File: src/rtl/inregistrare.sv
// Capture-then-playback buffer: stores up to DEPTH words, then replays them in
// order as a gap-free registered stream when a dump is requested.
module inregistrare #(
  parameter int WIDTH = 32,
  parameter int DEPTH = 10
) (
  input  logic             clk,
  input  logic             rst,
  input  logic             in_valid,
  input  logic [WIDTH-1:0] in_data,
  output logic             in_ready,
  input  logic             dump_req,
  output logic             out_valid,
  output logic [WIDTH-1:0] out_data,
  output logic             out_last,
  output logic [3:0]       count,
  output logic             full
);

  typedef enum logic {CAPTURE, DUMP} state_t;

  localparam logic [3:0] DEPTH_C = 4'(DEPTH);

  state_t           r_state, w_next;
  logic [WIDTH-1:0] r_mem [DEPTH];
  logic [3:0]       r_wr_ptr, r_rd_ptr, r_count;
  logic [WIDTH-1:0] r_out_data;
  logic             r_out_valid, r_out_last;
  logic             w_full, w_wr_en, w_dump_start;

  assign w_full       = (r_count == DEPTH_C);
  assign in_ready     = (r_state == CAPTURE) && !w_full && !rst;
  assign w_wr_en      = in_valid && in_ready;
  assign w_dump_start = (r_state == CAPTURE) && dump_req && (r_count != '0);

  assign out_valid = r_out_valid;
  assign out_data  = r_out_data;
  assign out_last  = r_out_last;
  assign count     = r_count;
  assign full      = w_full;

  always_ff @(posedge clk or posedge rst) begin
    if (rst) r_state <= CAPTURE;
    else     r_state <= w_next;
  end

  always_comb begin
    w_next = r_state;
    case (r_state)
      CAPTURE: if (w_dump_start) w_next = DUMP;
      DUMP:    if (r_out_last)   w_next = CAPTURE;
      default: w_next = CAPTURE;
    endcase
  end

  // Storage is deliberately not reset; count == 0 makes stale words unreachable.
  always_ff @(posedge clk) begin
    if (w_wr_en) r_mem[r_wr_ptr] <= in_data;
  end

  always_ff @(posedge clk or posedge rst) begin
    if (rst) begin
      r_wr_ptr    <= '0;
      r_rd_ptr    <= '0;
      r_count     <= '0;
      r_out_data  <= '0;
      r_out_valid <= 1'b0;
      r_out_last  <= 1'b0;
    end else begin
      case (r_state)
        CAPTURE: begin
          // A write on the dump edge lands first, so it is part of the playback.
          if (w_wr_en) begin
            r_wr_ptr <= r_wr_ptr + 4'd1;
            r_count  <= r_count + 4'd1;
          end
          if (w_dump_start) r_rd_ptr <= '0;
        end
        DUMP: begin
          if (r_out_last) begin
            r_out_valid <= 1'b0;
            r_out_last  <= 1'b0;
            r_count     <= '0;
            r_wr_ptr    <= '0;
            r_rd_ptr    <= '0;
          end else begin
            r_out_data  <= r_mem[r_rd_ptr];
            r_out_valid <= 1'b1;
            r_out_last  <= (r_rd_ptr == r_count - 4'd1);
            r_rd_ptr    <= r_rd_ptr + 4'd1;
          end
        end
        default: ;
      endcase
    end
  end

endmodule

File: config.mk
export PLATFORM = sky130hd
export DESIGN_NAME = inregistrare
export DESIGN_NICKNAME = d
export VERILOG_FILES = /design/src/rtl/inregistrare.sv
export SDC_FILE = /design/constraint.sdc
export NUM_CORES = 1
export LEC_CHECK = 0
export CAP_MARGIN = 20
export CORE_UTILIZATION = 54
export CTS_CLUSTER_DIAMETER = 200
export DETAILED_ROUTE_END_ITERATION = 10
export PLACE_DENSITY = 0.87
export SLEW_MARGIN = 20
export SYNTH_ARGS = -nofsm -noshare
export SYNTH_HDL_FRONTEND = slang
export SYNTH_SLANG_ARGS = --single-unit
export TNS_END_PERCENT = 20
File: constraint.sdc
create_clock -name clk -period 4.1 [get_ports clk]
set_clock_uncertainty 0.1 [all_clocks]
set_input_delay 0.41 -clock clk [delete_from_list [all_inputs] [get_ports clk]]
set_output_delay 0.41 -clock clk [all_outputs]
set_load 0.01 [all_outputs]
# After elaboration in Yosys (flattened, before gate mapping)
# Memory sizes are Yosys's and may differ from the RTL's. A register that Yosys moved wholly into a read port is not among the register bits.
# Index checks and enable logic that the tools add are counted.
[word_totals]
reg_bits = 15
latchBits = 0
mem_bits_rw = 320
mem_bits_ro = 0
input_bits = 36
elab_cells = 42
memories = 1
[classes]
add_sub_neg = 4
mul = 0
div_mod_pow = 0
magnitude_cmp = 0
eq_ne = 5
shift = 0
muxes = 14
n_bitwise = 2
n_reduce_logical = 10
[mem_list]
columns = ["memory", "depth", "width", "rd", "rd_ports_with_merged_regs", "write_ports", "line_no", "rtl"]
rows = [
  ["r_mem", 10, 32, 1, 1, 1, "25", "logic [WIDTH-1:0] r_mem [DEPTH];"],
]
[ops]
columns = ["operator", "n"]
rows = [
  ["4-bit one-hot mux with 2 select lines", 3],
  ["4-bit 2-to-1 mux", 5],
  ["4-bit by 1-bit adder with 4-bit output (second input constant)", 3],
  ["1-bit logical AND", 5],
  ["1-bit 2-to-1 mux", 5],
  ["4-bit equality test", 1],
  ["4-bit equality test (second input constant)", 1],
  ["2-bit inequality test (second input constant)", 2],
  ["2-bit AND reduction", 2],
  ["4-bit nonzero test", 1],
  ["4-bit by 1-bit subtractor with 4-bit output (second input constant)", 1],
  ["1-bit zero test", 2],
  ["2-bit by 1-bit inequality test with 1-bit output (second input constant)", 1],
  ["1-bit inverter", 2],
  ["1-bit one-hot mux with 2 select lines", 1],
]

# Depth between registers and ports, before layout
[depth]
depth_word = 7
depth_mapped = 7
depth_no_buf = 6

# Worst setup path before layout
# No wires, ideal clock.
[synth_timing]
kind = "flip-flop to flip-flop"
startpoint = "register r_count[0], in the netlist count[0]"
endpoint = "memory r_mem[4][0], enable pin"
arrival_ns = 3.613
setup_slack_ns = -0.081
stages_incl_launch_ff = 7
n_path_buf = 0
period_less_slack_ns = 4.181
cell_sequence = "dfrtp_1 > inv_1 > ha_1 > nand3b_1 > and2_1 > nand2_1 > nor3b_1"
[synth_via]
elab_chain_cells = 7
[synth_lines]
columns = ["element", "line_no", "rtl"]
rows = [
  ["start, declared", "26", "logic [3:0] r_wr_ptr, r_rd_ptr, r_count;"],
  ["start signal, assigned", "75", "r_count <= r_count + 4'd1;"],
  ["4-bit equality test", "31", "assign w_full = (r_count == DEPTH_C);"],
  ["1-bit zero test", "32", "assign in_ready = (r_state == CAPTURE) && !w_full && !rst;"],
  ["1-bit logical AND (2 in series)", "32", ""],
  ["1-bit logical AND", "33", "assign w_wr_en = in_valid && in_ready;"],
  ["1-bit 2-to-1 mux", "58", "if (w_wr_en) r_mem[r_wr_ptr] <= in_data;"],
  ["1-bit 2-to-1 mux (implied by the code)", "58", ""],
  ["end, declared", "25", ""],
]
# No other way between the ends.

# Worst setup path in the final report
[layout_timing]
startpoint = "register r_state"
endpoint = "memory r_mem[2][17], enable pin"
[layout_via]
elab_chain_cells = 6
[layout_lines]
columns = ["element", "line_no", "rtl"]
rows = [
  ["start, declared", "24", "state_t r_state, w_next;"],
  ["start signal, assigned", "44", "else r_state <= w_next;"],
  ["1-bit inverter", "-", ""],
  ["1-bit logical AND (2 in series)", "32", ""],
  ["1-bit logical AND", "33", ""],
  ["1-bit 2-to-1 mux", "58", ""],
  ["1-bit 2-to-1 mux (implied by the code)", "58", ""],
]
# No other way between the ends.

==> impl_results.md <==
- Status: completed
- Synth area leaders: edfxtp_1 (67%), dfrtp_1 (8.2%), mux2_2 (7.3%), mux4_2 (5.0%), a221o_1 (2.2%)
- Slew Viols, Final: 0
- Power Dens Cells: about 680 nW/um^2
- Fmax achieved: 355.0 MHz
- Die height: 164.8 um
- Post-route cell area: 16640 um^2
- Initial Utilization: 0.5495
- Largest net degree at the start of global routing: 53
- DP HPWL: approximately 17000 um
- Synth Area in Adders: 0.006990
- CTS Root Cell: clkbuf_16
- CP peak stage delay: 0.53 ns
- Worst EP arrival: about 2.9 ns
- Gr usage total: 0.2312
- Crit-path max FO: 32
- Post-synth ARST share: 0.1281
- Die Wd: 164.8 um
- Uppermost layer routed: met5
- Residual DRC: 0
- Slew headroom: 0.3103
- CP max stage cell: dfrtp_1
- Fraction of layout cells with a size suffix above 1: 0.2434
- Most frequent cell after synthesis: edfxtp_1
- Via density: ~6.3
- Yosys top cell area share: 0.6710
- TritonRoute pass-1 iters: 7
- RSZ-0062 raised after global routing: no
- GP Congestion: 0.7521
- Multiplexer share of the synthesized area: 0.1265
- Maximum VDD drop: approximately 0.57 mV
- HP Class: input port to async pin
- Post-Place Cells: ~1.1k
- DRT Wirelength: slightly above 30000 um
- Post-CTS Setup Bufs: 0
- DIE AREA: around 27000 um^2
- YS warnings: 0
- Initial antenna violation count: 1
- First DRT Iteration DRCs: 787
- Top Family by Delay on Critical Path: simple AND/OR/NAND/NOR gates
- Fin crit share: 0.6871
- Port Buffer Count: 75
- Core Rows: 59
- Synth Area in Compound Gates: 0.04176
- Worst path bufs/invs: 1
- Routed Antenna Nets: 0
- Top cells by count, synth: edfxtp_1 (320), mux2_2 (93), dfrtp_1 (47)
- Num CTS Buffers: 35
- Total of max-cap violations: 0
- Post-CTS sizing: 0
- FF+latch area: around 11000 um^2
- Fillers: 1628
- Met2 wire len: 15440 um
- Xor/xnor share of the synthesized area: 0.006116
- Leakage: ~5.5 nW
- CP Cell Sequence: nor3b_2 -> nand2_1 -> nor3_1 -> and2_1 -> buf_4
- Metal1 wirelength: approximately 12000 um
- Syn_area_per_cell: between 15 and 20 um^2
- WP data required: 4.14 ns
- Synth Cell Area: about 14000 um^2
- P&R area growth vs syn: 16.23%
- Clk_lat worst skew: 0.52 ns
- Combinational family with the most area after synthesis: multiplexers
- Nets: 892
- Crit path launch type: register
- Multi-input gate area: 3232 um^2
- H-tree Lvls: 2
- Minimum clock period: 2.817 ns
- Seq/Total Area, Yosys: 0.7532
- First-pass GRT wire length: 45620 um
- Core area: 26060 um^2
- Fin cells: 1210
- Placed cell areas: 15460 um^2
- # hold bufs at CTS: 0
- Clock slew at reported path FFs: 0.06 ns
- Cells after synthesis: roughly 750
- Vias in the first global route: 7919
- Register bit count reported by yosys: 367
- Vias post-DR: 7574
- Fin. Hold Viols: 0
- Fin util: 0.6387
- Ys flop type: edfxtp_1
- Clock sink total: 367
- Number of enable flip-flop cells after synthesis: 320
- Synth unique cells: 34
- Worst Path Class, Setup: register to register
- Grt total ovfl: 0
- IO Pins: 76
- Net Count, Synth: 797
- Actual slew at the worst max-slew pin: around 1.0 ns
- Setup-failing EPs final: 0
- Crit end category: register
- Post-synthesis simple-gate area fraction: 0.04273
- Detail Route met3 WL: ~2500 um
- Inserted Diodes: 0
- WL/cell: 25.00 um
- Largest area contributor in the netlist: edfxtp_1
- CTS tree: done
- Clock Path Buffers: 3
==> final timing paths <==
check,start,cells after the start,end,slack (ns)
max,r_state,5,r_mem[2][17],1.28
min,rst,2,count[3],0.35
max reg2reg,r_state,5,r_mem[2][17],1.28
min reg2reg,out_data[2],1,out_data[2],0.41
max in group asynchronous,rst,3,out_data[13],2.80
min in group clk,out_data[2],1,out_data[2],0.41
==> stage by stage <==
step	power [mW]	TNS, ns	setup slack, ns	hold WS [ns]
finish	11.28	0	1.283	0.3473
global route	11.70	0	1.146	0.4277
CTS	11.32	0	1.325	0.3691
detailed placement	8.033	0	1.151	0.3978
global placement	7.919	0	1.301	0.3998
floorplan	7.020	-9.338	-0.08114	0.3918
==> state kept, by name, summed over array words and instances (netlist names) <==
signal and count:
count 4, out_data 32, out_last 1, out_valid 1, r_mem 320, r_rd_ptr 4, r_state 1, r_wr_ptr 4
==> where the power goes <==
group          switching (mW)  internal, mW
Sequential              0.340          4.36
Combinational            1.65          1.67
Clock                    1.32          1.93
==> kinds of logic after synthesis <==
group / count (synthesis)
DFF: 367
muxes: 129
and+or+nand+nor: 110
AOI/OAI and AO/OA: 78
buffers and inverters: 51
xor gates and xnor gates: 10
adders and majority gates: 8
==> cell usage in the layout (no fill, tap or decap), types with 7 or more instances in the layout <==
master | synthesis | final
nor3_1 | 35 | 35
nor2b_1 | 33 | 33
inv_1 | 9 | 8
clkdlybuf4s50_1 | 0 | 75
clkbuf_16 | 0 | 37
mux4_2 | 32 | 32
nand2_1 | 12 | 12
ha_1 | 8 | 8
a221o_1 | 32 | 32
nand3_1 | 8 | 8
dfrtp_1 | 47 | 46
buf_4 | 0 | 21
edfxtp_1 | 320 | 320
clkbuf_1 | 16 | 9
clkbuf_8 | 0 | 8
o21ai_0 | 7 | 7
mux2_2 | 93 | 93
o22ai_1 | 32 | 32
==> area by class of cell <==
cell class	count	share of cell area
timing repair buffer	100	0.05939
clock inverter	10	0.006765
tap	335	0.02518
inverter	9	0.002030
sequential	367	0.6482
multi-input combinational	335	0.1942
clock buffer	54	0.06427
==> metal layers <==
layer | global-route usage | up-vias
met5 | 0 | -
met1 | 0.2981 | 3875
met4 | 0.08841 | 2
met3 | 0.04194 | 75
met2 | 0.3917 | 425
li1 | - | 3197
(Power assumes the default switching activity.)
